<file path="src/rtl/spi_pkg.sv">
// Shared types for the N-bit SPI master.
//   spi_state_t : frame sequencer states
//   spi_cfg_t   : per-frame mode flags captured when a frame is accepted
//   sclk_level  : SCLK level that belongs to a given sequencer state
package spi_pkg;

  typedef enum logic [1:0] {
    IDLE     = 2'd0,
    CPHA_DLY = 2'd1,
    P0       = 2'd2,
    P1       = 2'd3
  } spi_state_t;

  typedef struct packed {
    logic cpol;
    logic cpha;
    logic lsb_first;
    logic ss_hold;
  } spi_cfg_t;

  // SCLK leaves its idle level in P1 for cpha=0 and in P0 for cpha=1.
  function automatic logic sclk_level(input spi_state_t st, input logic cpol, input logic cpha);
    return cpol ^ (((st == P1) & ~cpha) | ((st == P0) & cpha));
  endfunction

endpackage

</file>
<file path="src/rtl/spi_halfper_cnt.sv">
// SCLK half-period counter.
//   clr_i         : force count to zero (held while the sequencer is idle)
//   en_i          : count one clk cycle
//   dvsr_i        : terminal count (half-period = dvsr_i+1 cycles)
//   expire_o      : current cycle is the last one of the half-period
//   expire_next_o : the following cycle will be the last one of a half-period
module spi_halfper_cnt #(
  parameter int DVSR_W = 16
) (
  input  logic              clk_i,
  input  logic              reset_n_i,
  input  logic              clr_i,
  input  logic              en_i,
  input  logic [DVSR_W-1:0] dvsr_i,
  output logic              expire_o,
  output logic              expire_next_o
);

  logic [DVSR_W-1:0] cnt_q;
  logic [DVSR_W-1:0] cnt_d;

  // Count up to dvsr_i then restart at zero, so the count never wraps.
  always_comb begin
    cnt_d = cnt_q;
    if (clr_i) begin
      cnt_d = '0;
    end else if (en_i) begin
      if (cnt_q == dvsr_i) begin
        cnt_d = '0;
      end else begin
        cnt_d = cnt_q + DVSR_W'(1);
      end
    end else begin
      cnt_d = cnt_q;
    end
  end

  // Counter register with synchronous active-low reset.
  always_ff @(posedge clk_i) begin
    if (!reset_n_i) begin
      cnt_q <= '0;
    end else begin
      cnt_q <= cnt_d;
    end
  end

  assign expire_o      = (cnt_q == dvsr_i);
  assign expire_next_o = (cnt_d == dvsr_i);

endmodule

</file>
<file path="src/rtl/spi_master_nbit.sv">
// Parametrised SPI master: DATA_W-bit frames, CPOL/CPHA modes, MSB/LSB-first,
// NUM_SS active-low slave selects with optional hold across frames.
//   clk_i/reset_n_i       : clock, synchronous active-low reset
//   din_i/dout_o          : word to send / last complete received word
//   dvsr_i                : SCLK half-period = dvsr_i+1 clk cycles
//   start_i/ready_o       : frame request (taken only when ready_o=1)
//   cpol_i/cpha_i         : SPI mode; lsb_first_i selects shift direction
//   ss_sel_i/ss_hold_i    : slave to address / keep it selected after the frame
//   spi_done_tick_o       : one-cycle pulse in the last cycle of a frame
//   sclk_o/mosi_o/miso_i/ss_n_o : SPI pins
module spi_master_nbit
  import spi_pkg::*;
#(
  parameter int DATA_W = 8,
  parameter int NUM_SS = 1,
  parameter int DVSR_W = 16,
  localparam int SS_W  = (NUM_SS > 1) ? $clog2(NUM_SS) : 1
) (
  input  logic              clk_i,
  input  logic              reset_n_i,
  input  logic [DATA_W-1:0] din_i,
  output logic [DATA_W-1:0] dout_o,
  input  logic [DVSR_W-1:0] dvsr_i,
  input  logic              start_i,
  input  logic              cpol_i,
  input  logic              cpha_i,
  input  logic              lsb_first_i,
  input  logic [SS_W-1:0]   ss_sel_i,
  input  logic              ss_hold_i,
  output logic              ready_o,
  output logic              spi_done_tick_o,
  output logic              sclk_o,
  input  logic              miso_i,
  output logic              mosi_o,
  output logic [NUM_SS-1:0] ss_n_o
);

  localparam int BIT_W = $clog2(DATA_W);
  localparam logic [BIT_W-1:0] LAST_BIT = BIT_W'(DATA_W - 1);

  spi_state_t        state_q, state_d;
  spi_cfg_t          cfg_q, cfg_d;
  logic [DVSR_W-1:0] dvsr_q;
  logic [BIT_W-1:0]  bit_q, bit_d;
  logic [DATA_W-1:0] tx_q, rx_q, dout_q;
  logic [NUM_SS-1:0] ss_n_q, ss_mask;
  logic              sclk_q, sclk_d, tick_q, tick_d;
  logic              accept, expire, expire_next;

  assign accept  = (state_q == IDLE) && start_i;
  // With a single select line the address is meaningless.
  assign ss_mask = (NUM_SS == 1) ? NUM_SS'(1) : (NUM_SS'(1) << ss_sel_i);

  spi_halfper_cnt #(.DVSR_W(DVSR_W)) u_halfper_cnt (
    .clk_i         (clk_i),
    .reset_n_i     (reset_n_i),
    .clr_i         (state_q == IDLE),
    .en_i          (state_q != IDLE),
    .dvsr_i        (dvsr_q),
    .expire_o      (expire),
    .expire_next_o (expire_next)
  );

  // Next state, bit index, active config and registered-output lookahead.
  always_comb begin
    state_d = state_q;
    bit_d   = bit_q;
    cfg_d   = cfg_q;
    case (state_q)
      IDLE: begin
        if (start_i) begin
          state_d = cpha_i ? CPHA_DLY : P0;
          bit_d   = '0;
          cfg_d   = '{cpol: cpol_i, cpha: cpha_i, lsb_first: lsb_first_i, ss_hold: ss_hold_i};
        end else begin
          state_d = IDLE;
        end
      end
      CPHA_DLY: begin
        if (expire) state_d = P0;
        else        state_d = CPHA_DLY;
      end
      P0: begin
        if (expire) state_d = P1;
        else        state_d = P0;
      end
      P1: begin
        if (expire && (bit_q == LAST_BIT)) begin
          state_d = IDLE;
        end else if (expire) begin
          state_d = P0;
          bit_d   = bit_q + BIT_W'(1);
        end else begin
          state_d = P1;
        end
      end
      default: state_d = IDLE;
    endcase
    // The done pulse is registered one cycle early so it lands on the final P1 cycle.
    tick_d = (state_d == P1) && (bit_d == LAST_BIT) && expire_next;
    // Idle SCLK follows the live cpol; inside a frame only the latched mode counts.
    sclk_d = (state_d == IDLE) ? cpol_i : sclk_level(state_d, cfg_d.cpol, cfg_d.cpha);
  end

  // Sequencer, shift registers, slave selects and registered outputs.
  always_ff @(posedge clk_i) begin
    if (!reset_n_i) begin
      state_q <= IDLE;
      cfg_q   <= '0;
      dvsr_q  <= '0;
      bit_q   <= '0;
      tx_q    <= '0;
      rx_q    <= '0;
      dout_q  <= '0;
      ss_n_q  <= '1;
      sclk_q  <= 1'b0;
      tick_q  <= 1'b0;
    end else begin
      state_q <= state_d;
      cfg_q   <= cfg_d;
      bit_q   <= bit_d;
      sclk_q  <= sclk_d;
      tick_q  <= tick_d;
      case (state_q)
        IDLE: begin
          if (accept) begin
            dvsr_q <= dvsr_i;
            tx_q   <= din_i;
            // Retarget immediately; a previously held line is released on the same edge.
            ss_n_q <= ~ss_mask;
          end
        end
        P0: begin
          if (expire) begin
            rx_q <= cfg_q.lsb_first ? {miso_i, rx_q[DATA_W-1:1]} : {rx_q[DATA_W-2:0], miso_i};
          end
        end
        P1: begin
          if (expire && (bit_q == LAST_BIT)) begin
            dout_q <= rx_q;
            if (!cfg_q.ss_hold) ss_n_q <= '1;
          end else if (expire) begin
            tx_q <= cfg_q.lsb_first ? (tx_q >> 1) : (tx_q << 1);
          end
        end
        default: ;
      endcase
    end
  end

  assign ready_o         = (state_q == IDLE);
  assign spi_done_tick_o = tick_q;
  assign sclk_o          = sclk_q;
  assign mosi_o          = cfg_q.lsb_first ? tx_q[0] : tx_q[DATA_W-1];
  assign ss_n_o          = ss_n_q;
  assign dout_o          = dout_q;

endmodule

</file>
<file path="config.mk">
export PLATFORM = sky130hd
export DESIGN_NAME = spi_master_nbit
export DESIGN_NICKNAME = d
export VERILOG_FILES = /design/src/rtl/spi_pkg.sv /design/src/rtl/spi_halfper_cnt.sv /design/src/rtl/spi_master_nbit.sv
export SDC_FILE = /design/constraint.sdc
export NUM_CORES = 1
export LEC_CHECK = 0
export ABC_AREA = 1
export CAP_MARGIN = 20
export CELL_PAD_IN_SITES_DETAIL_PLACEMENT = 1
export CELL_PAD_IN_SITES_GLOBAL_PLACEMENT = 1
export CORE_MARGIN = 2
export CORE_UTILIZATION = 40
export DETAILED_ROUTE_END_ITERATION = 7
export PLACE_DENSITY_LB_ADDON = 0.08
export SLEW_MARGIN = 20
export SYNTH_ARGS = -nofsm -noshare
export SYNTH_HDL_FRONTEND = slang
export SYNTH_SLANG_ARGS = --single-unit
</file>
<file path="constraint.sdc">
create_clock -name clk_i -period 2.85 [get_ports clk_i]
set_clock_uncertainty 0.15 [all_clocks]
set_input_delay 0.285 -clock clk_i [delete_from_list [all_inputs] [get_ports clk_i]]
set_output_delay 0.285 -clock clk_i [all_outputs]
set_load 0.02 [all_outputs]
</file>
# After elaboration in Yosys (flattened, before gate mapping)

Index checks and enable logic that the tools add are counted.

$add $sub $neg: 2
Equal/unequal tests: 14
Multiplexer cells: 28
Bitwise operators: 5
Reductions and logical operators: 14

Operators by type and width:

| kind                    | number |
|---|---|
| $mux W16                | 3 |
| $mux W8                 | 5 |
| $eq A16 B16 Y1          | 2 |
| $add A16 B1 Y16 const B | 1 |
| $pmux W8 S2             | 1 |
| $mux W3                 | 3 |
| $eq A2 B2 Y1 const B    | 4 |
| $mux W2                 | 4 |
| $mux W4                 | 2 |
| $ne A2 B2 Y1 const B    | 4 |
| $pmux W2 S4             | 1 |
| $reduce_and A2 Y1       | 4 |
| $reduce_and A4 Y1       | 2 |
| $mux W1                 | 7 |
| $eq A3 B3 Y1 const B    | 2 |
| $pmux W3 S2             | 1 |
| $logic_and A1 B1 Y1     | 4 |
| $logic_not A2 Y1        | 2 |
| $reduce_bool A2 Y1      | 2 |
| $add A3 B1 Y3 const B   | 1 |
| $and A1 B1 Y1           | 2 |
| $eq A2 B1 Y1 const B    | 1 |
| $ne A2 B1 Y1 const B    | 1 |
| $pmux W1 S2             | 1 |
| 3 further kinds         | 3 |

Flip-flop bits (word level): 68
Output and inout port bits: 13

# Logic depth before layout (Yosys ltp)

Gate-level depths: netlist (run 1).

Word-level depth: 9
Mapped depth: 17
Mapped depth without buffers: 16

# Hierarchy

From an unflattened synthesis (run 1), not the netlist that was laid out.

Cell total of the unflattened synthesis: 591
Area, all modules: 3798.6 um2

Modules (own cells, without submodules):

| module          | times used | cells an instance | area an instance (um2) | seq. area each (um2) |
|---|---|---|---|---|
| spi_master_nbit | 1          | 310               | 2302.2                 | 1041.0 |
| spi_halfper_cnt | 1          | 281               | 1496.4                 | 320.3 |

# Worst setup path before layout (run 1)

OpenSTA, ideal clock, no wires.

Kind: reg2reg
From: reg state_q[0]
To: reg tick_q (netlist: spi_done_tick_o)
Arrival: 1.901 ns
Setup slack: 0.735 ns
Cell stages (with the launch flop): 13
Path buffers: 1
Path through: dfxtp_1 > inv_1 > ha_1 > inv_1 > clkbuf_1 > nand3_1 > nand2_1 > o21ai_0 > nor2_1 > nand2_1 > nor2_1 > nand3_1 > nor2_1

Word-level cells in the longest chain between the ends: 5
Elaborated cells on any way between the ends: 14

Ends and longest elaborated chain:

| what                                         | line                   | source |
|---|---|---|
| start, declared                              | spi_master_nbit.sv:41  | `spi_state_t state_q, state_d;` |
| start signal, assigned                       | spi_master_nbit.sv:119 | `state_q <= state_d;` |
| $logic_not A2 Y1 *                           | n/a                    |  |
| net ready_o                                  | spi_master_nbit.sv:30  | `output logic ready_o,` |
| $pmux W2 S4 or $pmux W3 S2 (tied branches)   | spi_master_nbit.sv:69  | `case (state_q)` |
| $eq A2 B2 Y1 or $eq A3 B3 Y1 (tied branches) | spi_master_nbit.sv:100 | `tick_d = (state_d == P1) && (bit_d == LAST_BIT) && expire_next;` |
| $logic_and A1 B1 Y1                          | spi_master_nbit.sv:100 |  |
| $logic_and A1 B1 Y1 *                        | spi_master_nbit.sv:100 |  |
| end signal, assigned                         | spi_master_nbit.sv:123 | `tick_q <= tick_d;` |
| end, declared                                | spi_master_nbit.sv:47  | `logic sclk_q, sclk_d, tick_q, tick_d;` |

Mark *: on every way through the listed nets, which the timed path passes. The rest lies on a longest branch.
A chain may end at the register's enable or synchronous reset.

# Final worst setup path (run 1)

From: reg u_halfper_cnt.cnt_q[0]
To: reg tick_q (netlist: spi_done_tick_o)

Word-level cells in the longest chain between the ends: 7
Elaborated cells on any way between the ends: 19

Ends and longest elaborated chain:

| what                                                    | line                   | source |
|---|---|---|
| start, declared                                         | spi_halfper_cnt.sv:19  | `logic [DVSR_W-1:0] cnt_q;` |
| start signal, assigned                                  | spi_halfper_cnt.sv:43  | `cnt_q <= cnt_d;` |
| branches (longest 6 deep; another with $add A16 B1 Y16) | n/a                    |  |
| $logic_and A1 B1 Y1 *                                   | spi_master_nbit.sv:100 |  |

Every way passes the cells marked *.

==> results.txt, run 1 <==
----------------------------------------------------
[Status]
  Result of the run ... completed

[Yosys]
  Net count of the mapped netlist ... a little under 600
  Count of flip-flops with a built-in enable after synthesis ... 0
  Flip-flop cell with the highest count after synthesis ... sky130_fd_sc_hd__dfxtp_1
  Adder and majority cell fraction of the synthesized area ... under 10%
  Most instantiated library cell after synthesis ... sky130_fd_sc_hd__nand2_1
  Simple-gate share of the synthesized area ... 31.9%
  Distinct cell type count of the synthesized netlist ... 36
  Synth async-reset ratio ... 0%
  Number of register bits inferred by synthesis ... 68
  Warnings, synthesis ... 0
  Compound-cell area share of the yosys netlist ... 16.7%
  Most numerous cell types in the synthesized netlist ... sky130_fd_sc_hd__nand2_1, sky130_fd_sc_hd__dfxtp_1, sky130_fd_sc_hd__inv_1
  Multiplexer share of the synthesized area ... 0%
  Area of the mapped netlist ... between 3000 and 4000 um^2
  Largest area contributor in the netlist ... sky130_fd_sc_hd__dfxtp_1
  Combinational family with the most area after synthesis ... simple AND/OR/NAND/NOR gates
  Fraction of the yosys area taken by sequential cells ... 36.3%
  Top-area cell type share of the netlist area ... a little over a third
  Xor and xnor area share after synthesis ... 1.87%
  Synthesized netlist cell count ... roughly 560
  Largest cells by area after synthesis ... sky130_fd_sc_hd__dfxtp_1, sky130_fd_sc_hd__nand2_1, sky130_fd_sc_hd__inv_1
  Avg Inst Size Synth ... 6.75 um^2

[Worst hold path]
  Class of the tightest hold or removal check ... register to register
  Launch point of the worst hold path ... cfg_q[0]$_SDFFE_PN0P_
  Hold Path Cell Cnt ... 2
  Worst Hold Endpoint ... cfg_q[0]$_SDFFE_PN0P_

[Placement]
  Standard cell area after detailed placement ... 4250 um^2
  Total half-perimeter wirelength after legalization and detailed placement ... ~7600 um
  Routability Congestion ... 0.806
  Input/output buffers ... between 40 and 50
  Placement-stage worst setup slack ... 453 ps
  Placed cells ... 694

[STA]
  Count of final max-slew check failures ... 0
  Unrepaired setup endpoints after global routing ... false
  Final Hold Slack ... 306 ps
  Shortest clock period the worst path allows after layout ... 2450 ps
  Count of endpoints failing setup in the final report ... 0
  Final WS setup ... roughly 400 ps
  Achievable frequency ... approximately 410 MHz
  Worst slew pin tran ... 569 ps
  Worst max-slew margin expressed relative to the limit ... 62.0%
  Hold Fails Final Rpt ... 0
  Final-layout setup total negative slack ... 0 ps
  Final Cycle Share ... 86.0%

[Power and ir drop]
  Largest voltage drop on the vdd net ... 0.000279 V
  Leakage power ... 1.90 nW
  Pwr dens ... 524 nW/um^2

[Global route]
  Wire length of the first global-routing pass ... 17700 um
  Vias in the first global route ... 3888
  Gr ovfl total ... 0
  Total routing usage reported by global routing ... 21.8%
  Largest net degree at the start of global routing ... 34
  Number of antenna violations at the first check in global routing ... 0

[Worst setup path]
  Endpoint kind of the worst setup timing path ... register
  Worst setup path category ... register to register
  Critical Path Start Type ... register
  Origin of the critical flop-to-flop path ... u_halfper_cnt.cnt_q[0]$_SDFF_PN0_
  Worst reg-to-reg path cell count ... 11
  Required time at the worst-slack endpoint ... 2990 ps
  Arrival time at the worst endpoint ... 2600 ps
  Reg-to-reg critical path endpoint ... spi_done_tick_o$_SDFF_PN0_
  Worst-path fanout max ... 4
  Flop2flop setup slack ... 400 ps

[Clock network]
  Number of buffers inserted during clock tree synthesis ... 9
  Number of hold buffers added after cts ... 0
  Worst-skew pair later-pin latency ... approximately 360 ps
  Deepest level of the CTS H-tree ... 3
  Register clock-pin slew on the reported worst setup and hold paths ... 90 ps
  Gates resized, CTS repair ... 0
  CTS Root Buffer Type ... sky130_fd_sc_hd__clkbuf_8
  Number of buffers on the longest clock path ... 2
  Setup fix buffers added after clock tree synthesis ... 0
  CTS tree ... done
  TritonCTS Sinks ... 68

[Finish]
  Count of non-filler cells in the finished layout ... 710
  Fin area ... between 4000 and 5000 um^2
  Antenna cells ... 0
  Final layout net count ... 634
  Share of cells above drive strength 1 ... 8.68%
  Growth of design area from synthesis to finish ... 18.8%

[Drt]
  DRC violation count after routing ... 0
  Post-route antenna net violation count ... 0
  Iteration-0 DRC Markers ... 61
  Detailed-router iteration count before antenna repair ... 4
  Routed len/inst ... 14.3 um
  Overall via count from detail_route ... approximately 3700
  Per-cell via count in the routed design ... 5.18
  Post-Route WL ... 10200 um

[Floorplan]
  I/O Pins ... 46
  Area inside the core boundary ... 9150 um^2
  Starting utilization of the core area ... approximately two fifths
  Area of the die ... 10200 um^2
  Overall die width ... ~100 um
  DIE HEIGHT ... 101 um
  Num rows ... 35

[Run]
  Number of maximum-capacitance violations ... 0

----------------------------------------------------
==> logic make-up (layout without fill, tap and decap cells) <==
logic type | after synthesis | after routing
flops | 68 | 68
fa+ha+maj | 7 | 7
buf+inv | 95 | 139
simple gates | 266 | 266
xor+xnor | 8 | 8
compound gates | 111 | 111
==> report_power, final <==
part | leakage, nW | internal, mW | switching [mW]
logic | 1.25 | 0.166 | 0.266
clock network | 0.0973 | 0.416 | 0.433
registers | 0.555 | 1.00 | 0.0461
total | 1.90 | 1.59 | 0.745
==> critical path: stages (launching register included) <==
cell,delay [ps]
sky130_fd_sc_hd__dfxtp_1,410
sky130_fd_sc_hd__ha_1,300
sky130_fd_sc_hd__nand3_2,130
sky130_fd_sc_hd__nor3_1,230
sky130_fd_sc_hd__nand2_1,210
sky130_fd_sc_hd__o31ai_1,370
sky130_fd_sc_hd__nand2_1,120
sky130_fd_sc_hd__nand2_1,70
sky130_fd_sc_hd__nand3_1,100
sky130_fd_sc_hd__nor2_1,120
sky130_fd_sc_hd__nand3_1,100
sky130_fd_sc_hd__nor2_1,90
==> cell usage in the layout, fill, tap and decap left out, types with 2 or more instances in the layout <==
cell type | synthesis | final
sky130_fd_sc_hd__nand2_1 | 140 | 140
sky130_fd_sc_hd__dfxtp_1 | 68 | 68
sky130_fd_sc_hd__inv_1 | 65 | 65
sky130_fd_sc_hd__nor2_1 | 57 | 57
sky130_fd_sc_hd__o21ai_0 | 46 | 46
sky130_fd_sc_hd__clkdlybuf4s50_1 | 0 | 44
sky130_fd_sc_hd__a21oi_1 | 36 | 36
sky130_fd_sc_hd__nand3_1 | 32 | 32
sky130_fd_sc_hd__a211oi_1 | 12 | 12
sky130_fd_sc_hd__nand4_1 | 9 | 9
sky130_fd_sc_hd__clkbuf_8 | 0 | 9
sky130_fd_sc_hd__xor2_1 | 8 | 8
sky130_fd_sc_hd__ha_1 | 7 | 7
sky130_fd_sc_hd__inv_2 | 6 | 6
sky130_fd_sc_hd__a41oi_1 | 6 | 6
sky130_fd_sc_hd__nand3_2 | 6 | 6
sky130_fd_sc_hd__buf_4 | 0 | 6
sky130_fd_sc_hd__nor3_1 | 5 | 5
sky130_fd_sc_hd__nor2_4 | 4 | 4
sky130_fd_sc_hd__o21ai_1 | 4 | 4
sky130_fd_sc_hd__inv_6 | 0 | 4
sky130_fd_sc_hd__a31oi_1 | 2 | 2
sky130_fd_sc_hd__nor2_2 | 2 | 2
sky130_fd_sc_hd__nand2_4 | 2 | 2
sky130_fd_sc_hd__o21ai_2 | 2 | 2
sky130_fd_sc_hd__nand2_2 | 2 | 2
sky130_fd_sc_hd__or2_2 | 2 | 2
sky130_fd_sc_hd__nor4_1 | 2 | 2
sky130_fd_sc_hd__clkinvlp_4 | 0 | 2
==> how the worst max path moves through the flow <==
stage / start / to / slack (ps) / cells after the start
global placement: u_halfper_cnt.cnt_q[2]$_SDFF_PN0_ / spi_done_tick_o$_SDFF_PN0_ / 550 / 14
CTS: u_halfper_cnt.cnt_q[0]$_SDFF_PN0_ / spi_done_tick_o$_SDFF_PN0_ / 370 / 11
floorplan: state_q[0]$_SDFF_PN0_ / spi_done_tick_o$_SDFF_PN0_ / 740 / 12
detailed placement: u_halfper_cnt.cnt_q[0]$_SDFF_PN0_ / spi_done_tick_o$_SDFF_PN0_ / 450 / 11
finish: u_halfper_cnt.cnt_q[0]$_SDFF_PN0_ / spi_done_tick_o$_SDFF_PN0_ / 400 / 11
global route: u_halfper_cnt.cnt_q[0]$_SDFF_PN0_ / spi_done_tick_o$_SDFF_PN0_ / 100 / 11
==> per-layer routing <==
layer / vias to the layer above / share of wire [%] / track usage, %
met5: - / 0 / 0
met4: 0 / 1.5 / 6.95
met3: 15 / 2.8 / 4.72
met2: 43 / 50 / 38.8
met1: 1736 / 46 / 26.0
li1: 1884 / - / -
==> through the flow <==
step                      utilization, %  power [mW]
after floorplan                        -        1.36
after global routing                48.6        2.46
after detailed placement            46.4        1.51
final                               48.6        2.33
after CTS                           48.6        2.37
after global placement              46.4        1.49
==> area by class of cell <==
| cell class | count | area, um^2 |
|---|---|---|
| Clock buffer | 9 | 124 |
| Clock inverter | 7 | 80.1 |
| Fill cell | 1224 | 4700 |
| Inverter | 73 | 282 |
| Multi-Input combinational cell | 392 | 1980 |
| Sequential cell | 68 | 1360 |
| Tap cell | 111 | 139 |
| Timing Repair Buffer | 50 | 485 |
==> state kept, by name, summed over array words and instances, names as in the netlist <==
name,count
rx_q,8
dout_o,8
spi_done_tick_o,1
u_halfper_cnt.cnt_q,16
dvsr_q,16
tx_q,8
state_q,2
cfg_q,4
sclk_o,1
ss_n_o,1
bit_q,3
No activity file was read; power rests on OpenSTA's default activity.
==> inputs of run 2 (changes only) <==
--- a/config.mk
+++ b/config.mk
@@ -13,6 +13,7 @@
 export CORE_UTILIZATION = 40
 export DETAILED_ROUTE_END_ITERATION = 7
 export PLACE_DENSITY_LB_ADDON = 0.08
+export REMOVE_ABC_BUFFERS = 1
 export SLEW_MARGIN = 20
 export SYNTH_ARGS = -nofsm -noshare
 export SYNTH_HDL_FRONTEND = slang
==> run 2 against run 1 <==
  * Clock-buffer cell count up 1
  * Global-route usage down 0.35 points
  * Largest power group unchanged
  * Design area grew 0.48%
  * First-iteration DRC count up 46%
  * Maximum frequency grew 0.87%
  * Critical path type unchanged
  * Sequential share of layout area decreased by 0.15 points
==> results.txt, run 2 (same netlist as run 1, synthesis figures left out) <==
----------------------------------------------------
[Run]
  Number of maximum-capacitance violations ... 0 (unchanged)

[Worst setup path]
  Worst setup path category ... register to register (unchanged)
  CP peak stage delay ... 420 ps (was 410 ps)
  Arrival time at the worst endpoint ... 2560 ps (was 2600 ps)
  Critical Path Start Type ... register (unchanged)
  Required time at the worst-slack endpoint ... 2980 ps (was 2990 ps)
  Crit path depth ... 11 (unchanged)
  Critical path cell sequence ... ha_1 -> nand3_2 -> nor3_1 -> nand2_1 -> o31ai_1 -> nand2_1 -> nand2_1 -> nand3_1 -> nor2_1 -> nand3_1 -> nor2_1 (unchanged)
  Crit path max-delay cell type ... sky130_fd_sc_hd__dfxtp_1 (unchanged)
  Buffers plus inverters on the worst setup path ... 0 (unchanged)
  Worst reg-to-reg path cell count ... 11 (unchanged)
  Worst-path fanout max ... 4 (unchanged)
  Dominant delay contributor by cell family on the critical path ... simple AND/OR/NAND/NOR gates (unchanged)
  Library cell appearing most often on the critical path ... sky130_fd_sc_hd__nand2_1 (unchanged)
  Endpoint kind of the worst setup timing path ... register (unchanged)

[Finish]
  Growth of design area from synthesis to finish ... 19.4% (was 18.8%)
  Share of cells above drive strength 1 ... 8.53% (was 8.68%)
  Leading cell type in the layout, fill and taps excluded ... sky130_fd_sc_hd__nand2_1 (unchanged)
  Registers with the most flip-flops ... dvsr_q: 16 flops, u_halfper_cnt.cnt_q: 16 flops (unchanged)
  Commonest cells after routing, fill and taps aside ... sky130_fd_sc_hd__nand2_1, sky130_fd_sc_hd__dfxtp_1, sky130_fd_sc_hd__inv_1 (unchanged)
  Final layout net count ... 633 (was 634)
  Antenna cells ... 0 (unchanged)

[Global route]
  Busiest grt layer ... met2 (unchanged)
  Largest net degree at the start of global routing ... 31 (was 34)
  Wire length of the first global-routing pass ... 17400 um (was 17700 um)
  Met1 routing resource usage after global routing ... 25.5% (was 26.0%)
  Number of antenna violations at the first check in global routing ... 0 (unchanged)
  Global-route met3 utilization ... 4.44% (was 4.72%)
  Total routing usage reported by global routing ... 21.4% (was 21.8%)
  Met2 GRT Util ... 39.2% (was 38.8%)
  Gr ovfl total ... 0 (unchanged)
  Vias in the first global route ... 3721 (was 3888)

[Drt]
  Post-route antenna net violation count ... 0 (unchanged)
  Routed len/inst ... 14.4 um (was 14.3 um)
  Detailed-router iteration count before antenna repair ... 4 (unchanged)
  Per-cell via count in the routed design ... 5.19 (was 5.18)
  Overall via count from detail_route ... 3677 (was 3678)
  Iteration-0 DRC Markers ... 89 (was 61)
  Post-Route WL ... 10200 um (about the same)
  DRC violation count after routing ... 0 (unchanged)

[Clock network]
  Gates resized, CTS repair ... 0 (unchanged)
  Register clock-pin slew on the reported worst setup and hold paths ... 90 ps (about the same)
  CTS tree ... done (unchanged)
  Deepest level of the CTS H-tree ... 3 (unchanged)
  CTS Root Buffer Type ... sky130_fd_sc_hd__clkbuf_8 (unchanged)
  Number of hold buffers added after cts ... 0 (unchanged)
  Worst-skew pair later-pin latency ... 350 ps (was 360 ps)
  Number of buffers on the longest clock path ... 2 (unchanged)
  Number of buffers inserted during clock tree synthesis ... 9 (unchanged)
  TritonCTS Sinks ... 68 (unchanged)
  Setup fix buffers added after clock tree synthesis ... 0 (unchanged)

[STA]
  Achievable frequency ... 412 MHz (was 408 MHz)
  Count of final max-slew check failures ... 0 (unchanged)
  Shortest clock period the worst path allows after layout ... 2430 ps (was 2450 ps)
  Hold Fails Final Rpt ... 0 (unchanged)
  Unrepaired setup endpoints after global routing ... false (unchanged)
  Final-layout setup total negative slack ... 0 ps (unchanged)
  Final Hold Slack ... 309 ps (was 306 ps)
  Count of endpoints failing setup in the final report ... 0 (unchanged)
  Final Cycle Share ... 85.2% (was 86.0%)
  Worst max-slew margin expressed relative to the limit ... 62.9% (was 62.0%)
  Worst slew pin tran ... 556 ps (was 569 ps)

[Placement]
  Routability Congestion ... 0.814 (was 0.806)
  Input/output buffers ... 44 (unchanged)
  Total half-perimeter wirelength after legalization and detailed placement ... 7490 um (was 7620 um)

[Status]
  Result of the run ... completed (unchanged)

[Floorplan]
  I/O Pins ... 46 (unchanged)
  Area of the die ... 10200 um^2 (unchanged)
  Overall die width ... 101 um (unchanged)
  Num rows ... 35 (unchanged)
  Area inside the core boundary ... 9150 um^2 (unchanged)
  DIE HEIGHT ... 101 um (unchanged)
  Starting utilization of the core area ... 40.9% (unchanged)

[Power and ir drop]
  Net switching power figure ... 0.726 mW (was 0.745 mW)
  Pwr dens ... 541 nW/um^2 (was 524 nW/um^2)
  Largest voltage drop on the vdd net ... 0.000198 V (was 0.000279 V)
  Leakage power ... 1.92 nW (was 1.90 nW)
  Share of power burned in registers ... 43.4% (was 45.0%)
  Overall power consumption ... 2.42 mW (was 2.33 mW)
  Net Sw Frac ... 30.0% (was 32.0%)
  Part of the power in combinational logic ... 17.6% (was 18.5%)
  Total internal power ... 1.70 mW (was 1.59 mW)
  Clock network power share ... 39.0% (was 36.4%)

[Worst hold path]
  Class of the tightest hold or removal check ... register to register (unchanged)
  Hold Path Cell Cnt ... 2 (unchanged)

----------------------------------------------------
## run 2: worst register-to-register path: stages (launching register included)
cell and delay, ps:
sky130_fd_sc_hd__dfxtp_1 420, sky130_fd_sc_hd__ha_1 300, sky130_fd_sc_hd__nand3_2 140, sky130_fd_sc_hd__nor3_1 230, sky130_fd_sc_hd__nand2_1 190, sky130_fd_sc_hd__o31ai_1 330, sky130_fd_sc_hd__nand2_1 150, sky130_fd_sc_hd__nand2_1 80
sky130_fd_sc_hd__nand3_1 90, sky130_fd_sc_hd__nor2_1 110, sky130_fd_sc_hd__nand3_1 80, sky130_fd_sc_hd__nor2_1 90
## run 2: cell type report
| class | count | area (um^2) |
|---|---|---|
| clock buffer | 10 | 138 |
| multi-input combinational | 392 | 1980 |
| tap | 111 | 139 |
| fill | 1193 | 4680 |
| timing repair buffer | 49 | 478 |
| inverter | 73 | 282 |
| clock inverter | 6 | 95.1 |
| sequential | 68 | 1360 |
## run 2: per-stage QoR
| stage | utilization [%] | instance area, um^2 | setup WS (ps) | instances |
|---|---|---|---|---|
| final | 48.9 | 4470 | 421 | 709 |
| after global routing | 48.9 | 4470 | 112 | 709 |
| after CTS | 48.9 | 4470 | 419 | 709 |
| after detailed placement | 46.3 | 4240 | 467 | 693 |
| after global placement | 46.3 | 4240 | 528 | 693 |
| after floorplan | - | 3620 | 290 | 533 |
## run 2: final timing paths
kind / from / to / slack (ps)
max: u_halfper_cnt.cnt_q[0]$_SDFF_PN0_ / spi_done_tick_o$_SDFF_PN0_ / 420
min: cfg_q[0]$_SDFFE_PN0P_ / cfg_q[0]$_SDFFE_PN0P_ / 310
max reg2reg: u_halfper_cnt.cnt_q[0]$_SDFF_PN0_ / spi_done_tick_o$_SDFF_PN0_ / 420
min reg2reg: cfg_q[0]$_SDFFE_PN0P_ / cfg_q[0]$_SDFFE_PN0P_ / 310
## run 2: layer usage
layer  vias up  share of wire [%]
li1       1883                  -
met4         0               0.75
met5         -                  0
met1      1737                 46
met2        49                 51
met3         8                2.9
## run 2: power by group through the flow
stage	Combinational [mW]	Sequential, mW	Clock (mW)
after floorplan	0.270	1.06	0
after global placement	0.420	1.07	0
after detailed placement	0.430	1.07	0
after CTS	0.434	1.05	0.970
after global routing	0.488	1.06	1.00
final	0.427	1.05	0.944
==> inputs of run 3 (changes only) <==
--- a/config.mk
+++ b/config.mk
@@ -11,6 +11,7 @@
 export CELL_PAD_IN_SITES_GLOBAL_PLACEMENT = 1
 export CORE_MARGIN = 2
 export CORE_UTILIZATION = 40
+export CTS_CLUSTER_SIZE = 30
 export DETAILED_ROUTE_END_ITERATION = 7
 export PLACE_DENSITY_LB_ADDON = 0.08
 export REMOVE_ABC_BUFFERS = 1
==> results of run 3 <==
Final layout, timing and power as in run 2 (identical DEF).
